**src/rtl/audio_dac_serializer.sv**
```systemverilog
// Stereo audio DAC serializer: takes left/right sample pairs through a
// one-deep holding register and shifts them out MSB-first on AUD_DACDAT.
// The word clock AUD_DACLRCK is derived from the same position counter.
// Everything runs on the falling edge of AUD_BCLK. Every output except
// in_ready is registered, so a bit period shows what the edge that started
// it decided. Left-justified and I2S framing are both supported.
module audio_dac_serializer #(
  parameter int SAMPLE_W      = 16,
  parameter int SLOT_W        = 32,
  parameter bit LEFT_HIGH     = 1'b1,
  parameter bit UNDERRUN_ZERO = 1'b1
) (
  input  logic                       AUD_BCLK,
  input  logic                       reset_n,
  input  logic signed [SAMPLE_W-1:0] in_l,
  input  logic signed [SAMPLE_W-1:0] in_r,
  input  logic                       in_valid,
  output logic                       in_ready,
  input  logic                       fmt,
  input  logic                       mute,
  output logic                       AUD_DACDAT,
  output logic                       AUD_DACLRCK,
  output logic                       frame_start,
  output logic                       underrun
);

  localparam int FRAME_LEN = 2 * SLOT_W;
  localparam int POS_W     = $clog2(FRAME_LEN);

  localparam logic [POS_W-1:0] POS_LAST = POS_W'(FRAME_LEN - 1);
  localparam logic [POS_W-1:0] SLOT_LEN = POS_W'(SLOT_W);
  localparam logic [POS_W-1:0] POS_ONE  = POS_W'(1);

  // Reject parameter sets the slot layout cannot represent.
  if (SAMPLE_W < 8 || SAMPLE_W > 32) begin : g_bad_sample_w
    $error("audio_dac_serializer: SAMPLE_W must be in 8..32");
  end
  if (SLOT_W < SAMPLE_W || SLOT_W > 64) begin : g_bad_slot_w
    $error("audio_dac_serializer: SLOT_W must satisfy SAMPLE_W <= SLOT_W <= 64");
  end

  // Serial bit for slot offset k. The slot word is the sample left-aligned
  // in SLOT_W bits with zero padding below. A zero is prepended above the
  // MSB so the I2S one-bit delay becomes a shift of the index by one:
  // k=0 then picks the prepended zero, and the sample LSB falls off the end
  // whenever the slot has no padding.
  function automatic logic slot_bit(
    input logic signed [SAMPLE_W-1:0] sample,
    input logic        [POS_W-1:0]    k,
    input logic                       i2s
  );
    logic [SLOT_W:0] ext;
    int              idx;
    logic            b;
    ext = '0;
    ext[SLOT_W-1 -: SAMPLE_W] = sample;
    idx = SLOT_W - int'(k) - (i2s ? 0 : 1);
    b = 1'b0;
    for (int i = 0; i <= SLOT_W; i++) begin
      if (i == idx) b = ext[i];
    end
    return b;
  endfunction

  // Control and frame state
  logic [POS_W-1:0]           pos;
  logic                       hold_full;
  logic                       first_frame;
  logic                       fmt_frame;
  logic                       mute_frame;
  logic signed [SAMPLE_W-1:0] act_l;
  logic signed [SAMPLE_W-1:0] act_r;

  // Holding register contents (data only, qualified by hold_full)
  logic signed [SAMPLE_W-1:0] hold_l;
  logic signed [SAMPLE_W-1:0] hold_r;

  // Next-state values for the falling edge
  logic [POS_W-1:0]           pos_nxt;
  logic [POS_W-1:0]           k_nxt;
  logic                       frame_start_nxt;
  logic                       accept;
  logic                       hold_full_nxt;
  logic                       fmt_nxt;
  logic                       mute_nxt;
  logic                       left_slot_nxt;
  logic                       underrun_nxt;
  logic                       dat_nxt;
  logic                       lrck_nxt;
  logic signed [SAMPLE_W-1:0] act_l_nxt;
  logic signed [SAMPLE_W-1:0] act_r_nxt;
  logic signed [SAMPLE_W-1:0] sample_nxt;

  // The holding register is free unless full; nothing is taken while in reset.
  assign in_ready = reset_n & ~hold_full;
  assign accept   = in_valid & in_ready;

  // Work out the next bit period: position, frame load, and the bit it emits.
  always_comb begin
    frame_start_nxt = (pos == POS_LAST);
    pos_nxt         = frame_start_nxt ? '0 : pos + POS_ONE;
    left_slot_nxt   = (pos_nxt < SLOT_LEN);
    k_nxt           = left_slot_nxt ? pos_nxt : pos_nxt - SLOT_LEN;

    // Format and mute are latched per frame so mid-frame changes wait for p0.
    fmt_nxt  = frame_start_nxt ? fmt  : fmt_frame;
    mute_nxt = frame_start_nxt ? mute : mute_frame;

    // The frame takes the pair held before this edge; an accept on the
    // same edge only refills the holding register.
    act_l_nxt    = act_l;
    act_r_nxt    = act_r;
    underrun_nxt = 1'b0;
    if (frame_start_nxt) begin
      if (hold_full) begin
        act_l_nxt = hold_l;
        act_r_nxt = hold_r;
      end else begin
        underrun_nxt = ~first_frame;
        if (UNDERRUN_ZERO) begin
          act_l_nxt = '0;
          act_r_nxt = '0;
        end
      end
    end

    if (accept) begin
      hold_full_nxt = 1'b1;
    end else if (frame_start_nxt) begin
      hold_full_nxt = 1'b0;
    end else begin
      hold_full_nxt = hold_full;
    end

    sample_nxt = mute_nxt ? '0 : (left_slot_nxt ? act_l_nxt : act_r_nxt);
    dat_nxt    = slot_bit(sample_nxt, k_nxt, fmt_nxt);
    lrck_nxt   = left_slot_nxt ? LEFT_HIGH : ~LEFT_HIGH;
  end

  // Falling-edge state and registered outputs; reset aborts the frame at once.
  always_ff @(negedge AUD_BCLK) begin
    if (!reset_n) begin
      pos         <= POS_LAST;
      hold_full   <= 1'b0;
      first_frame <= 1'b1;
      fmt_frame   <= 1'b0;
      mute_frame  <= 1'b0;
      act_l       <= '0;
      act_r       <= '0;
      AUD_DACDAT  <= 1'b0;
      AUD_DACLRCK <= ~LEFT_HIGH;
      frame_start <= 1'b0;
      underrun    <= 1'b0;
    end else begin
      pos         <= pos_nxt;
      hold_full   <= hold_full_nxt;
      first_frame <= 1'b0;
      fmt_frame   <= fmt_nxt;
      mute_frame  <= mute_nxt;
      act_l       <= act_l_nxt;
      act_r       <= act_r_nxt;
      AUD_DACDAT  <= dat_nxt;
      AUD_DACLRCK <= lrck_nxt;
      frame_start <= frame_start_nxt;
      underrun    <= underrun_nxt;
    end
  end

  // Capture an offered pair; validity is tracked by hold_full alone.
  always_ff @(negedge AUD_BCLK) begin
    if (accept) begin
      hold_l <= in_l;
      hold_r <= in_r;
    end
  end

endmodule

```
**config.mk**
```make
export PLATFORM = sky130hd
export DESIGN_NAME = audio_dac_serializer
export DESIGN_NICKNAME = d
export VERILOG_FILES = /design/src/rtl/audio_dac_serializer.sv
export SDC_FILE = /design/constraint.sdc
export NUM_CORES = 1
export LEC_CHECK = 0
export BUFFER_PORTS_ARGS = -buffer_cell sky130_fd_sc_hd__buf_2
export CAP_MARGIN = 20
export CORE_AREA = 2 2 108 110
export DETAILED_ROUTE_END_ITERATION = 10
export DIE_AREA = 0 0 110 112
export SLEW_MARGIN = 5
export SYNTH_ARGS = -nofsm -noshare
export SYNTH_HDL_FRONTEND = slang
export SYNTH_SLANG_ARGS = --single-unit
```
**constraint.sdc**
```tcl
create_clock -name AUD_BCLK -period 3.19 [get_ports AUD_BCLK]
set_input_delay 0.4785 -clock AUD_BCLK [delete_from_list [all_inputs] [get_ports AUD_BCLK]]
set_output_delay 0.4785 -clock AUD_BCLK [all_outputs]
set_load 0.05 [all_outputs]
```
---- Yosys cells after proc, flatten, opt, wreduce, memory -nomap -nowiden ----
Index checks and enable logic that the tools add are counted.
word-level totals
  register bits ........................... 78
  input port bits ......................... 37
  output and inout bits ................... 5
  logic and storage cells ................. 76
operators by class
  add/sub/neg operators ................... 4
  magnitude comparators ................... 1
  equality and inequality tests ........... 18
  muxes and demuxes ....................... 31
  bitwise logic cells ..................... 6
  reductions and logical operators ........ 3
operators by type and width
  operator               count
  $eq A6 B8 Y1 const A   16
  $mux W16               6
  $mux W1                23
  $mux W6                2
  $eq A7 B8 Y1 const A   1
  $sub A7 B2 Y8          1
  $sub A6 B6 Y7 const A  1
  $add A6 B1 Y6 const B  1
  $eq A6 B6 Y1 const B   1
  $lt A6 B6 Y1 const B   1
  $sub A6 B6 Y6 const B  1
  $not A1 Y1             4
  $reduce_or A3 Y1       1
  $and A1 B1 Y1          2
  $reduce_bool A2 Y1     1
  $reduce_or A2 Y1       1

---- Longest topological paths before layout ----
Gate-level depths: netlist of the first run.
  word-level depth ........................ 23
  depth in mapped cells ................... 16
  gate-level depth less buffers ........... 13

==> results.cfg, run 1 <==
[run_status]
outcome = complete, but fails checks
failed_checks = setup timing

[floorplanning]
chipHeight_um = 112
die_area_sq_um = 12300
floorplan.initialDensity_pct = 29.4
area_of_the_core_sq_um = 11200
die_width_um = 110
fp-row-count = 39
top_level_ports = 42

[flow_run]
drv.max_cap_violation_count = 0

[clock_tree]
clock_tree.root_cell = sky130_fd_sc_hd__clkbuf_16
cts-hold-fix-buffers = 0
cts.sinks = 78
cts_buffer_depth = 2
cts_inserted_buffers = 9
cts_tree = built
worstSkewPairLatency_ns = 0.40
worst_setup_hold_path_clk_slew_ns = 0.04
h_tree_depth_reported_by_cts = 3

[timing]
final.hold.worst_slack_ns = 0.413
timing.final.ws_setup_ns = -0.191
rsz0062_at_grt = true
final_total_negative_setup_slack_ns = -0.191
fin_worst_skew_ns = 0.0128
max_slew.worst_pin.slew_ns = 0.480
slew_headroom_pct = 68.0
slew_viol_final = 0
hold_viol = 0
report.final.setup_viol = 1

[pwr]
combinationalPowerShare_pct = 41.3
cell_internal_pwr_mw = 2.68
part_of_the_power_in_the_clock_network_pct = 30.6
max-vdd-ir-drop_uv = 374
p_switching_mw = 1.64
powerDensity_nw_per_um2 = 969
power_switching_share_pct = 38.0
share_seq_of_total_power_pct = 28.1
power.static_leakage_nw = 2.08

[final_layout]
final_util_pct = 40.0
layout.cells.most_common_list = sky130_fd_sc_hd__inv_1 (85), sky130_fd_sc_hd__dfxtp_1 (46), sky130_fd_sc_hd__buf_2 (39)
final.fill_count = 1132
layout-area-overhead-vs-synth_pct = 36.1
mostFrequentLayoutCell = sky130_fd_sc_hd__inv_1
layout.area.seq_sq_um = 1880
multi_input_comb_area_sq_um = 1350
num_antenna_cells = 0
share_of_cells_above_drive_strength_1_pct = 22.7
layout.nets = 487

[setup_path]
crit_type = in -> reg
critPathRequiredTime_ns = 1.90
critPathCaptureType = flip-flop
critical_path_peak_fanout = 5
cell_breakdown_of_the_critical_path = buf_6 -> mux2i_4 -> ha_4 -> buf_4 -> o21a_1 -> o21ai_1 -> o21ai_1 -> buf_4 -> xor2_2 -> a311oi_2 -> a41oi_2 -> a211oi_1
critical_path.max_stage_delay_ns = 0.23
cp-start-kind = input port
worst-endpoint-arrival_ns = 2.09
cpMaxStageDelayCell = sky130_fd_sc_hd__a311oi_2

[global_routing]
grt_resource_usage_total_pct = 14.0
grt_start_max_net_pins = 37
grt_pass1_wl_um = 13300
grt.overflow.total = 0
first_global_vias = 2993
antenna_violations_before_repair = 0

[synth]
post_synth_mux_area_share_pct = 4.04
synthesis.area_sq_um = 3280
yosys_top_cell_by_area = sky130_fd_sc_hd__edfxtp_1
synth-compound-area-share_pct = 16.7
synth-xor-area-share_pct = 1.60
yosysUniqueCellTypes = 53
yosys.area_share.adder_pct = 1.14
ys_async_sr_fraction_pct = 0
syn-num-nets = 350
synth-edff-count = 32
ys_seq_area_share_pct = 57.4
yosys_register_bits = 78
syn_area_per_cell_sq_um = 10.6
synth.top_cells.by_area = sky130_fd_sc_hd__edfxtp_1 (29%), sky130_fd_sc_hd__dfxtp_1 (28%), sky130_fd_sc_hd__a21oi_1 (4.7%), sky130_fd_sc_hd__nor2_1 (4.1%), sky130_fd_sc_hd__and3_1 (4.0%)
yosysWarnings = 0
synthesized_area_fraction_occupied_by_and_or_nand_nor_cells_pct = 15.3
netlist_instances = 310
synth_top_flop_cell = sky130_fd_sc_hd__dfxtp_1
netlist.area_leader.share_pct = 29.3
combinational_family_with_the_most_area_after_synthesis = compound AO/OA/AOI/OAI gates

[detailed_routing]
initialDrtViolationCount = 123
via_count = 2795
ant_nets = 0
detail_route.vias_per_cell = 4.71
drt_pass1_iterations = 4
drcViolationCount = 0
drt-total-wl_um = 7780
routedWlPerCell_um = 13.1

[placement]
dp_hpwl_um = 5070
portBuffers = 41
gp_routability_congestion = 0.888
post_placement_worst_setup_slack_ns = -0.800

[hold_path]
timing.hold.worst.class = reg -> reg
-- flip-flops by register name, summed over array words and instances, names as in the netlist --
name,cells
AUD_DACDAT,1
AUD_DACLRCK,1
act_l,16
act_r,16
first_frame,1
fmt_frame,1
frame_start,1
hold_full,1
hold_l,16
hold_r,16
mute_frame,1
pos,6
underrun,1
-- power groups by stage --
| stage | clock [mW] | sequential, mW | combinational (mW) |
|---|---|---|---|
| 3_5_place_dp | 0.149 | 1.23 | 1.62 |
| 6_report | 1.32 | 1.21 | 1.79 |
| 5_1_grt | 1.52 | 1.23 | 1.97 |
| 2_1_floorplan | 0.149 | 1.25 | 1.11 |
| 3_3_place_gp | 0.149 | 1.23 | 1.60 |
| 4_1_cts | 1.40 | 1.21 | 1.71 |
-- worst max-delay path, delay by kind of cell --
kind | cells | cell delay [ns]
adders and majority gates | 1 | 0.19
muxes | 1 | 0.07
xor gates and xnor gates | 1 | 0.15
AOI/OAI and AO/OA | 6 | 0.84
buffers and inverters | 3 | 0.36
-- metal layers --
| metal | vias to the layer above | track usage (%) | wire [um] |
|---|---|---|---|
| met1 | 1325 | 15.8 | 3450 |
| met5 | - | 0 | 0 |
| met4 | 0 | 9.11 | 115 |
| met2 | 52 | 20.7 | 3890 |
| li1 | 1408 | - | - |
| met3 | 10 | 6.67 | 328 |
-- synthesized netlist by cell type, types with 5 or more instances --
| cell | number |
|---|---|
| sky130_fd_sc_hd__edfxtp_1 | 32 |
| sky130_fd_sc_hd__clkbuf_1 | 13 |
| sky130_fd_sc_hd__o21ai_0 | 6 |
| sky130_fd_sc_hd__a31oi_1 | 10 |
| sky130_fd_sc_hd__nand2_1 | 17 |
| sky130_fd_sc_hd__a21oi_1 | 31 |
| sky130_fd_sc_hd__and3_1 | 21 |
| sky130_fd_sc_hd__a21boi_0 | 8 |
| sky130_fd_sc_hd__buf_2 | 5 |
| sky130_fd_sc_hd__inv_1 | 6 |
| sky130_fd_sc_hd__nand3_1 | 10 |
| sky130_fd_sc_hd__dfxtp_1 | 46 |
| sky130_fd_sc_hd__mux2i_1 | 5 |
| sky130_fd_sc_hd__a211oi_1 | 6 |
| sky130_fd_sc_hd__nor2_1 | 36 |
-- path summary, 6_finish.rpt --
check	from	end	slack (ns)	cells after the start
worst max-delay path	fmt	AUD_DACDAT	-0.19	12
worst min-delay path	first_frame	underrun	0.41	1
worst max register to register	pos[1]	AUD_DACDAT	0.39	14
worst min register to register	first_frame	underrun	0.41	1
-- logic make-up after synthesis --
family	after synthesis
simple gates	102
xor+xnor	6
buf+inv	28
flops	78
compound gates	84
fa+ha+maj	3
mux	9
-- metrics by stage --
step	instance area (sq um)	power, mW	cells
floorplan	3320	2.51	310
global placement	3820	2.97	500
detailed placement	3820	3.00	500
CTS	4420	4.32	593
global route	4460	4.72	593
finish	4460	4.32	593
-- timing repair --
item | in CTS | in global routing
setup endpoints to repair | 1 | 2
pin swaps | 3 | 3
setup buffers | 2 | 0
resized for setup | 5 | 8
-- area by class of cell --
| class | count | area share (%) |
|---|---|---|
| inverters | 5 | 0.476 |
| clock buffers | 9 | 5.04 |
| clock inverters | 83 | 7.62 |
| well taps | 143 | 4.01 |
| repair buffers | 71 | 10.4 |
| multi-input cells | 204 | 30.3 |
| flip-flops and latches | 78 | 42.2 |
Note: power is estimated with default switching activity, not from simulation.
==> run 2, diff against run 1 <==
==> constraint.sdc (replaced) <==
create_clock -name AUD_BCLK -period 3.19 [get_ports AUD_BCLK]
set_input_delay 0.638 -clock AUD_BCLK [delete_from_list [all_inputs] [get_ports AUD_BCLK]]
set_output_delay 0.638 -clock AUD_BCLK [all_outputs]
set_load 0.05 [all_outputs]
==> results.cfg, run 2 (same netlist as run 1, synthesis figures left out) <==
[flow_run]
drv.max_cap_violation_count = 0

[pwr]
power.static_leakage_nw = 2.06
max-vdd-ir-drop_uv = 316
powerDensity_nw_per_um2 = 961
power.total_mw = 4.28

[final_layout]
stdcell_count = 590
mostFrequentLayoutCell = sky130_fd_sc_hd__inv_1
layout.nets = 483
num_antenna_cells = 0
final_util_pct = 39.9
share_of_cells_above_drive_strength_1_pct = 22.8
layout-area-overhead-vs-synth_pct = 35.9
layout.cells.most_common_list = sky130_fd_sc_hd__inv_1 (82), sky130_fd_sc_hd__dfxtp_1 (45), sky130_fd_sc_hd__buf_2 (36)
design_area_sq_um = 4460

[detailed_routing]
drcViolationCount = 0
initialDrtViolationCount = 132
detail_route.vias_per_cell = 4.65
via_count = 2745
routedWlPerCell_um = 12.8
ant_nets = 0
drt-total-wl_um = 7530
drt_pass1_iterations = 4

[global_routing]
grt_start_max_net_pins = 37
grt.overflow.total = 0
first_global_vias = 2916
antenna_violations_before_repair = 0
grt_pass1_wl_um = 12700
grt_resource_usage_total_pct = 13.3

[timing]
final.hold.worst_slack_ns = 0.391
report.final.setup_viol = 2
final_total_negative_setup_slack_ns = -0.479
max_slew.worst_pin.slew_ns = 0.434
hold_viol = 0
slew_headroom_pct = 71.0
timing.final.ws_setup_ns = -0.471
slew_viol_final = 0
fin_worst_skew_ns = 0.0186
rsz0062_at_grt = true

[floorplanning]
top_level_ports = 42
area_of_the_core_sq_um = 11200
floorplan.initialDensity_pct = 29.4
fp-row-count = 39
die_width_um = 110
die_area_sq_um = 12300
chipHeight_um = 112

[setup_path]
cp-start-kind = input port
critical_path_peak_fanout = 3
worst-endpoint-arrival_ns = 2.37
worst_r2r_path_depth = 11
crit_type = in -> reg
critPathCaptureType = flip-flop
critPathRequiredTime_ns = 1.90

[placement]
portBuffers = 41
gp_routability_congestion = 0.883
place_area_sq_um = 3780
placed_cells_incl_taps = 497
dp_hpwl_um = 5050
post_placement_worst_setup_slack_ns = -1.01

[hold_path]
timing.hold.worst.class = reg -> reg
min_delay_path_depth = 1

[run_status]
failed_checks = setup timing
outcome = complete, but fails checks

[clock_tree]
cts_buffer_depth = 2
clock_tree.root_cell = sky130_fd_sc_hd__clkbuf_16
worstSkewPairLatency_ns = 0.40
cts_tree = built
cts_inserted_buffers = 9
cts.sinks = 78
worst_setup_hold_path_clk_slew_ns = 0.03
h_tree_depth_reported_by_cts = 3
[run 2: changes by cell type in the layout (fill, tap and decap cells not counted), moves of 2 or more]
cell                         delta
sky130_fd_sc_hd__buf_2          -3
sky130_fd_sc_hd__buf_4          -2
sky130_fd_sc_hd__inv_1          -3
sky130_fd_sc_hd__clkinvlp_2     +2
[run 2: worst paths after layout]
kind,end,slack [ns],from
hold reg to reg,underrun,0.39,first_frame
hold / removal,underrun,0.39,first_frame
setup / recovery,AUD_DACDAT,-0.47,fmt
setup reg to reg,AUD_DACDAT,0.17,pos[0]
[run 2: final cells by class]
type | count | area (sq um)
Clock buffer | 9 | 225
Clock inverter | 84 | 375
Fill cell | 1116 | 6720
Inverter | 5 | 21.3
Multi-Input combinational cell | 204 | 1330
Sequential cell | 78 | 1880
Tap cell | 143 | 179
Timing Repair Buffer | 67 | 440
[run 2: timing repair]
item	in CTS	in global routing
pin swaps	2	1
endpoints found under the setup margin	5	4
gates resized for setup	13	5
buffers inserted	2	0
hold buffers	0	0
[run 2: routing by layer]
layer	vias to the layer above	GRT usage (%)	wire (um)	share of wire, %
li1	1398	-	-	-
met1	1298	14.9	3350	45
met2	40	20.0	3780	50
met3	9	7.26	295	3.9
met4	0	7.17	96	1.3
met5	-	0	0	0
[run 2: critical path: stages]
cell and delay, ns:
sky130_fd_sc_hd__buf_2 0.11, sky130_fd_sc_hd__mux2i_2 0.19, sky130_fd_sc_hd__ha_2 0.26, sky130_fd_sc_hd__nand2_1 0.07, sky130_fd_sc_hd__o31ai_1 0.18, sky130_fd_sc_hd__o21ai_1 0.09
sky130_fd_sc_hd__buf_4 0.15, sky130_fd_sc_hd__xor2_2 0.15, sky130_fd_sc_hd__a311oi_1 0.23, sky130_fd_sc_hd__a41oi_1 0.08, sky130_fd_sc_hd__a211oi_1 0.21
[run 2: power by group]
group,switching (mW),internal (mW),leakage (nW)
Combinational,0.907,0.727,0.830
Sequential,0.0727,1.15,0.671
Clock,0.620,0.807,0.564
